File: config.mk
export PLATFORM = sky130hd
export DESIGN_NAME = msg_word16_sender
export DESIGN_NICKNAME = d
export VERILOG_FILES = /design/src/rtl/msg_word16_sender_pkg.sv /design/src/rtl/msg_checksum8.sv /design/src/rtl/msg_word16_sender.sv
export SDC_FILE = /design/constraint.sdc
export NUM_CORES = 1
export LEC_CHECK = 0
export ABC_CLOCK_PERIOD_IN_PS = 2770
export CORE_AREA = 2 2 66 68
export DETAILED_ROUTE_END_ITERATION = 16
export DIE_AREA = 0 0 68 70
export PLACE_DENSITY = 0.89
export SYNTH_ARGS = -nofsm -noshare
export SYNTH_HDL_FRONTEND = slang
export SYNTH_HIERARCHICAL = 1
export SYNTH_SLANG_ARGS = --single-unit
File: constraint.sdc
create_clock -name clk -period 2.77 [get_ports clk]
set_input_delay 0.831 -clock clk [delete_from_list [all_inputs] [get_ports clk]]
set_output_delay 0.831 -clock clk [all_outputs]
set_load 0.02 [all_outputs]
File: src/rtl/msg_word16_sender_pkg.sv
// rtl/msg_word16_sender_pkg.sv - shared messaging constants, state encoding and message IDs
package msg_word16_sender_pkg;

    localparam logic [7:0] SYNC_BYTE_DEFAULT = 8'h55;
    localparam int         MSG_ID_WIDTH      = 8;

    // Encoding is shared with the receive-side router; keep values stable.
    typedef enum logic [2:0] {
        ST_IDLE = 3'd0,
        ST_SYNC = 3'd1,
        ST_ID   = 3'd2,
        ST_LO   = 3'd3,
        ST_HI   = 3'd4,
        ST_CSUM = 3'd5,
        ST_DONE = 3'd6
    } msg_state_e;

    localparam logic [7:0] MSG_ID_PING   = 8'h01;
    localparam logic [7:0] MSG_ID_WORD   = 8'h02;
    localparam logic [7:0] MSG_ID_STATUS = 8'h12;

endpackage

File: src/rtl/msg_checksum8.sv
// rtl/msg_checksum8.sv - modulo-256 sum of the three checksummed frame bytes
module msg_checksum8 (
    input  logic [7:0] id_byte,
    input  logic [7:0] lo_byte,
    input  logic [7:0] hi_byte,
    output logic [7:0] sum
);

    assign sum = id_byte + lo_byte + hi_byte;

endmodule

File: src/rtl/msg_word16_sender.sv
// rtl/msg_word16_sender.sv - frames one 16-bit word as SYNC, ID, LO, HI, CSUM bytes
module msg_word16_sender
    import msg_word16_sender_pkg::*;
#(
    parameter logic [7:0] SYNC_BYTE = SYNC_BYTE_DEFAULT,
    parameter int         MSG_ID_W  = MSG_ID_WIDTH
) (
    input  logic                clk,
    input  logic                rst,
    input  logic                start,
    input  logic [MSG_ID_W-1:0] msg_id,
    input  logic [15:0]         data_word,
    output logic [7:0]          byte_out,
    output logic                byte_valid,
    input  logic                byte_ready,
    output logic                busy,
    output logic                done
);

    msg_state_e          state_q, state_d;
    logic [MSG_ID_W-1:0] id_q;
    logic [15:0]         data_q;
    logic [7:0]          csum;
    logic                handshake;

    logic [7:0] byte_d;
    logic       valid_d, busy_d, done_d;

    assign handshake = byte_valid && byte_ready;

    msg_checksum8 u_csum (
        .id_byte (id_q),
        .lo_byte (data_q[7:0]),
        .hi_byte (data_q[15:8]),
        .sum     (csum)
    );

    always_ff @(posedge clk or posedge rst) begin
        if (rst) begin
            state_q <= ST_IDLE;
        end else begin
            state_q <= state_d;
        end
    end

    always_comb begin
        state_d = state_q;
        case (state_q)
            ST_IDLE: if (start)     state_d = ST_SYNC;
            ST_SYNC: if (handshake) state_d = ST_ID;
            ST_ID:   if (handshake) state_d = ST_LO;
            ST_LO:   if (handshake) state_d = ST_HI;
            ST_HI:   if (handshake) state_d = ST_CSUM;
            ST_CSUM: if (handshake) state_d = ST_DONE;
            ST_DONE:                state_d = ST_IDLE;
            default:                state_d = ST_IDLE;
        endcase
    end

    // Outputs are decoded from the next state so the registered copies line up with state_q.
    always_comb begin
        byte_d  = 8'h00;
        valid_d = 1'b0;
        busy_d  = 1'b0;
        done_d  = 1'b0;
        case (state_d)
            ST_SYNC: begin byte_d = SYNC_BYTE;     valid_d = 1'b1; busy_d = 1'b1; end
            ST_ID:   begin byte_d = id_q;          valid_d = 1'b1; busy_d = 1'b1; end
            ST_LO:   begin byte_d = data_q[7:0];   valid_d = 1'b1; busy_d = 1'b1; end
            ST_HI:   begin byte_d = data_q[15:8];  valid_d = 1'b1; busy_d = 1'b1; end
            ST_CSUM: begin byte_d = csum;          valid_d = 1'b1; busy_d = 1'b1; end
            ST_DONE: done_d = 1'b1;
            default: ;
        endcase
    end

    always_ff @(posedge clk or posedge rst) begin
        if (rst) begin
            id_q   <= '0;
            data_q <= 16'h0000;
        end else if (state_q == ST_IDLE && start) begin
            id_q   <= msg_id;
            data_q <= data_word;
        end
    end

    always_ff @(posedge clk or posedge rst) begin
        if (rst) begin
            byte_out   <= 8'h00;
            byte_valid <= 1'b0;
            busy       <= 1'b0;
            done       <= 1'b0;
        end else begin
            byte_out   <= byte_d;
            byte_valid <= valid_d;
            busy       <= busy_d;
            done       <= done_d;
        end
    end

endmodule

# ---- Word-level counts from Yosys, hierarchy flattened
# Index checks and enable logic that the tools add are counted.
dict set report op_classes {
  mux 10
  n_addsub 2
  reduce_logical 4
  n_eq_ne 11
}
# op count
set ops {}
lappend ops {{$pmux W8 S5} 1}
lappend ops {{$mux W3} 6}
lappend ops {{$pmux W3 S6} 1}
lappend ops {{$add A8 B8 Y8} 2}
lappend ops {{$eq A3 B3 Y1 const B} 5}
lappend ops {{$eq A3 B2 Y1 const B} 4}
lappend ops {{$eq A3 B1 Y1 const B} 2}
lappend ops {{$reduce_or A5 Y1} 1}
lappend ops {{$logic_not A3 Y1} 1}
lappend ops {{$logic_and A1 B1 Y1} 2}
lappend ops {{$mux W1} 2}
dict set report word_totals {
  out_inout_bits 11
  input_bits 28
  wordCells 33
  regBits 37
}

# ---- Depth between registers and ports, before layout
dict set report logic_depth {
  depth_word 6
  ltp_mapped 12
  ltp_nobuf 12
}

# ---- Hierarchy
# Netlist, hierarchy kept.
# module cells_each seq_area_each_um2 area_per_inst_um2 n_inst
set by_module_without_submodules {}
lappend by_module_without_submodules {msg_word16_sender 119 925.9 1615.3 1}
lappend by_module_without_submodules {msg_checksum8 46 0.0 431.7 1}

# ---- Worst setup path after synthesis
# No wires, ideal clock.
dict set report synth_path {
  path_kind {register to register}
  start {register id_q[1]}
  end {register byte_out[7]}
  n_path_buf 0
  required_ns 2.646
  t_arrival_ns 2.209
  setup_slack_ns 0.437
  stages_incl_launch_ff 11
  synth_period_minus_slack_ns 2.333
  setup_ns 0.124
  path_cell_list {dfrtp_1 > fa_1 > ha_1 > inv_1 > fa_1 > nor2b_4 > o31a_1 > o22ai_2 > xnor2_1 > a22oi_1 > nand2_1}
}
dict set report synth_between {
  elab_chain_len 3
}
# element line_no
set synth_lines {}
lappend synth_lines {{start, declared} msg_word16_sender.sv:21} ;# logic [MSG_ID_W-1:0] id_q;
lappend synth_lines {{start signal, assigned} msg_word16_sender.sv:82} ;# id_q <= msg_id;
lappend synth_lines {{$add A8 B8 Y8 (2 in a row)} msg_checksum8.sv:9} ;# assign sum = id_byte + lo_byte + hi_byte;
lappend synth_lines {{named net csum[7]} msg_word16_sender.sv:23} ;# logic [7:0] csum;
lappend synth_lines {{$pmux W8 S5} msg_word16_sender.sv:66} ;# case (state_d)
lappend synth_lines {{named net byte_d[7]} msg_word16_sender.sv:26} ;# logic [7:0] byte_d;
lappend synth_lines {{end signal, assigned} msg_word16_sender.sv:94} ;# byte_out <= byte_d;
lappend synth_lines {{end, declared} msg_word16_sender.sv:13} ;# output logic [7:0] byte_out,
# The timed path passes the listed nets, and every way through them passes these cells.
# A chain may end at the register's enable or synchronous reset.

# ---- Final worst setup path
# Ends and elaborated chain as after synthesis.

==> results_dict.tcl <==
set metrics [dict create \
    status "complete, no violations" \
    post-cts-setup-buffer-count 0 \
    final_util_pct 62.3 \
    grt_max_degree 38 \
    drv_slew 0 \
    synth.most_common_cell "dfrtp_1" \
    die_x_um 68 \
    final_nets 250 \
    drt_iter0_drc 95 \
    post_route_cells_drive_above_1_share_pct 19.6 \
    ys.flop_type "dfrtp_1" \
    synth_top_area_share_pct 45.2 \
    dr.pass1.iters 4 \
    worstMarginPinSlew_ns 0.545 \
    gp_congestion 0.792 \
    path_clk_slew_ns 0.07 \
    rows 24 \
    synth_warnings 6 \
    yosys-top-cells-count "37 x dfrtp_1, 21 x mux2_2, 13 x inv_1" \
    r2r-end "byte_out[7]" \
    tritoncts "yes" \
    vias 1466 \
    syn_area_mm2 0.00205 \
    ant_nets 0 \
    critPathCaptureType "register" \
    vias_per_cell 5.62 \
    max_freq_mhz 412 \
    chipHeight_um 70 \
    setup_tns_ns 0 \
    wire_per_inst_um 15.4 \
    clock-sinks 37 \
    slew_headroom_pct 63.5 \
    ys_seq_area_share_pct 45.2 \
    num_antenna_cells 0 \
    async_reset_ff_share_pct 100 \
    critical_path_class "register to register" \
    endpoint "byte_out[7]" \
    critPathLaunchType "register" \
    rsz0062_at_grt "no" \
    synth-edff-count 0 \
    cts_resized 0 \
    ys_top_cells_by_area "dfrtp_1 45%, mux2_2 12%, fa_1 7.8%, ha_1 3.7%, a32oi_1 3.4%" \
    syn-num-nets 207 \
    r2r_start "id_q[1]" \
    crit_fanout 3 \
    synthCells 165 \
    start_util_pct 49.4 \
    clock_skew_ns 0.00445 \
    period_share_pct 87.6 \
    avgSynthCellArea_um2 12.4 \
    clk_path_buf_depth 2 \
    syn2layout_area_growth_pct 26.0 \
    regArea_um2 926 \
    coreArea_mm2 0.00414 \
    synth_top_area_cell "dfrtp_1" \
    synth_seq_cells 37 \
    cts-root-buf "clkbuf_8" \
    r2r_setup_slack_ns 0.34 \
    ios 39 \
    overflow 0 \
    drv_cap 0 \
    portBuffers 38 \
    cp_data_required_time_ns 2.95 \
    grt_usage_pct 19.0 \
    vdd.ir_drop.worst_v 0.000691 \
    hold_viol 0 \
    cp.arrival_ns 2.60 \
    multi_input_area_mm2 0.00102 \
    synth.distinct_cells 35 \
    drc 0 \
    htree_num_levels 2 \
    dieArea_mm2 0.00476 \
    startpoint "id_q[1]" \
    clock_latency_ns 0.29 \
    pwr_density_cell_mw_per_mm2 1500 \
    fillCellCount 328 \
    finalSetupViolations 0 \
    grt_antenna_before_repair 0 \
    power.leakage_uw 0.00109 \
    hp-class "register to register" \
    grt_pass1_vias 1452 \
    dp_hpwl_um 2800 \
    period_needed_ns 2.43 \
    cts_buffers 5 \
    grt_pass1_wl_um 6640 \
    reg2regPathDepth 10 \
    wl_um 4010 \
    cts_hold_buffers 0 \
]
[cells in the final DEF, fill, tap and decap left out, types with 4 or more instances in the layout]
cell	n
clkdlybuf4s50_1	38
dfrtp_1	37
mux2_2	21
inv_1	13
a32oi_1	8
a22oi_1	8
fa_1	8
clkbuf_8	7
a21oi_1	6
nand2_1	6
xnor2_1	6
ha_1	6
o21ai_0	4
nor2_1	4
nand3_1	4
[through the flow]
step	cell area, um2	total power (uW)	hold slack (ns)	instances	worst slack (ns)
global placement	2480	3300	0.510	253	0.387
detailed placement	2480	3390	0.517	253	0.326
finish	2580	3860	0.536	261	0.344
global route	2580	4170	0.573	261	0.215
CTS	2580	3850	0.535	261	0.326
floorplan	2050	2860	0.481	165	0.437
[per-layer routing]
metal  share of wire, %  global-route usage [%]  vias to the layer above
li1                   -                       -                      675
met1                 42                    24.1                      730
met2                 49                    29.3                       51
met3                6.4                    4.83                       10
met4                2.7                    10.2                        0
met5                  0                       0                        -
[cell type report]
| type | instances | area share (%) |
|---|---|---|
| inverters | 13 | 1.89 |
| flip-flops and latches | 37 | 35.9 |
| well taps | 52 | 2.52 |
| clock buffers | 7 | 3.73 |
| repair buffers | 42 | 16.4 |
| multi-input cells | 109 | 39.4 |
| clock inverters | 1 | 0.194 |
[worst min path at each step]
stage / start / endpoint / slack [ns] / cells after the start
global route: data_q[13] / byte_out[5] / 0.57 / 2
CTS: data_q[7] / byte_out[7] / 0.54 / 2
floorplan: id_q[0] / id_q[0] / 0.48 / 1
global placement: id_q[0] / id_q[0] / 0.51 / 1
finish: data_q[7] / byte_out[7] / 0.54 / 2
detailed placement: id_q[0] / id_q[0] / 0.52 / 1
[report_power, final]
| group | switching [uW] | internal [uW] | total, uW |
|---|---|---|---|
| Clock | 181 | 225 | 405 |
| Combinational | 1160 | 1220 | 2380 |
| Sequential | 267 | 805 | 1070 |
| Total | 1610 | 2250 | 3860 |
[state kept, by name, summed over array words and instances, names as in the netlist]
name / count
id_q: 8
data_q: 16
byte_out: 8
busy: 1
done: 1
state_q: 3
[logic make-up (layout without fill, tap and decap cells)]
group | count (synthesis) | count (layout) | synth area share, %
flip-flops | 37 | 37 | 45.2
XOR/XNOR | 7 | 7 | 3.00
AO/OA/AOI/OAI | 36 | 36 | 13.2
adder cells (fa/ha/maj) | 14 | 14 | 11.5
AND/OR/NAND/NOR | 26 | 26 | 7.76
buffers and inverters | 19 | 63 | 5.13
multiplexers | 26 | 26 | 14.2
[critical path, stage by stage (launching register included)]
cell and delay (ns):
dfrtp_1 0.41, fa_1 0.55, ha_1 0.16, inv_1 0.05, fa_1 0.43, nor2b_4 0.13
o31a_1 0.15, o22ai_2 0.09, xnor2_1 0.13, a22oi_1 0.15, nand2_1 0.06
Power figures use the tool's default switching activity.
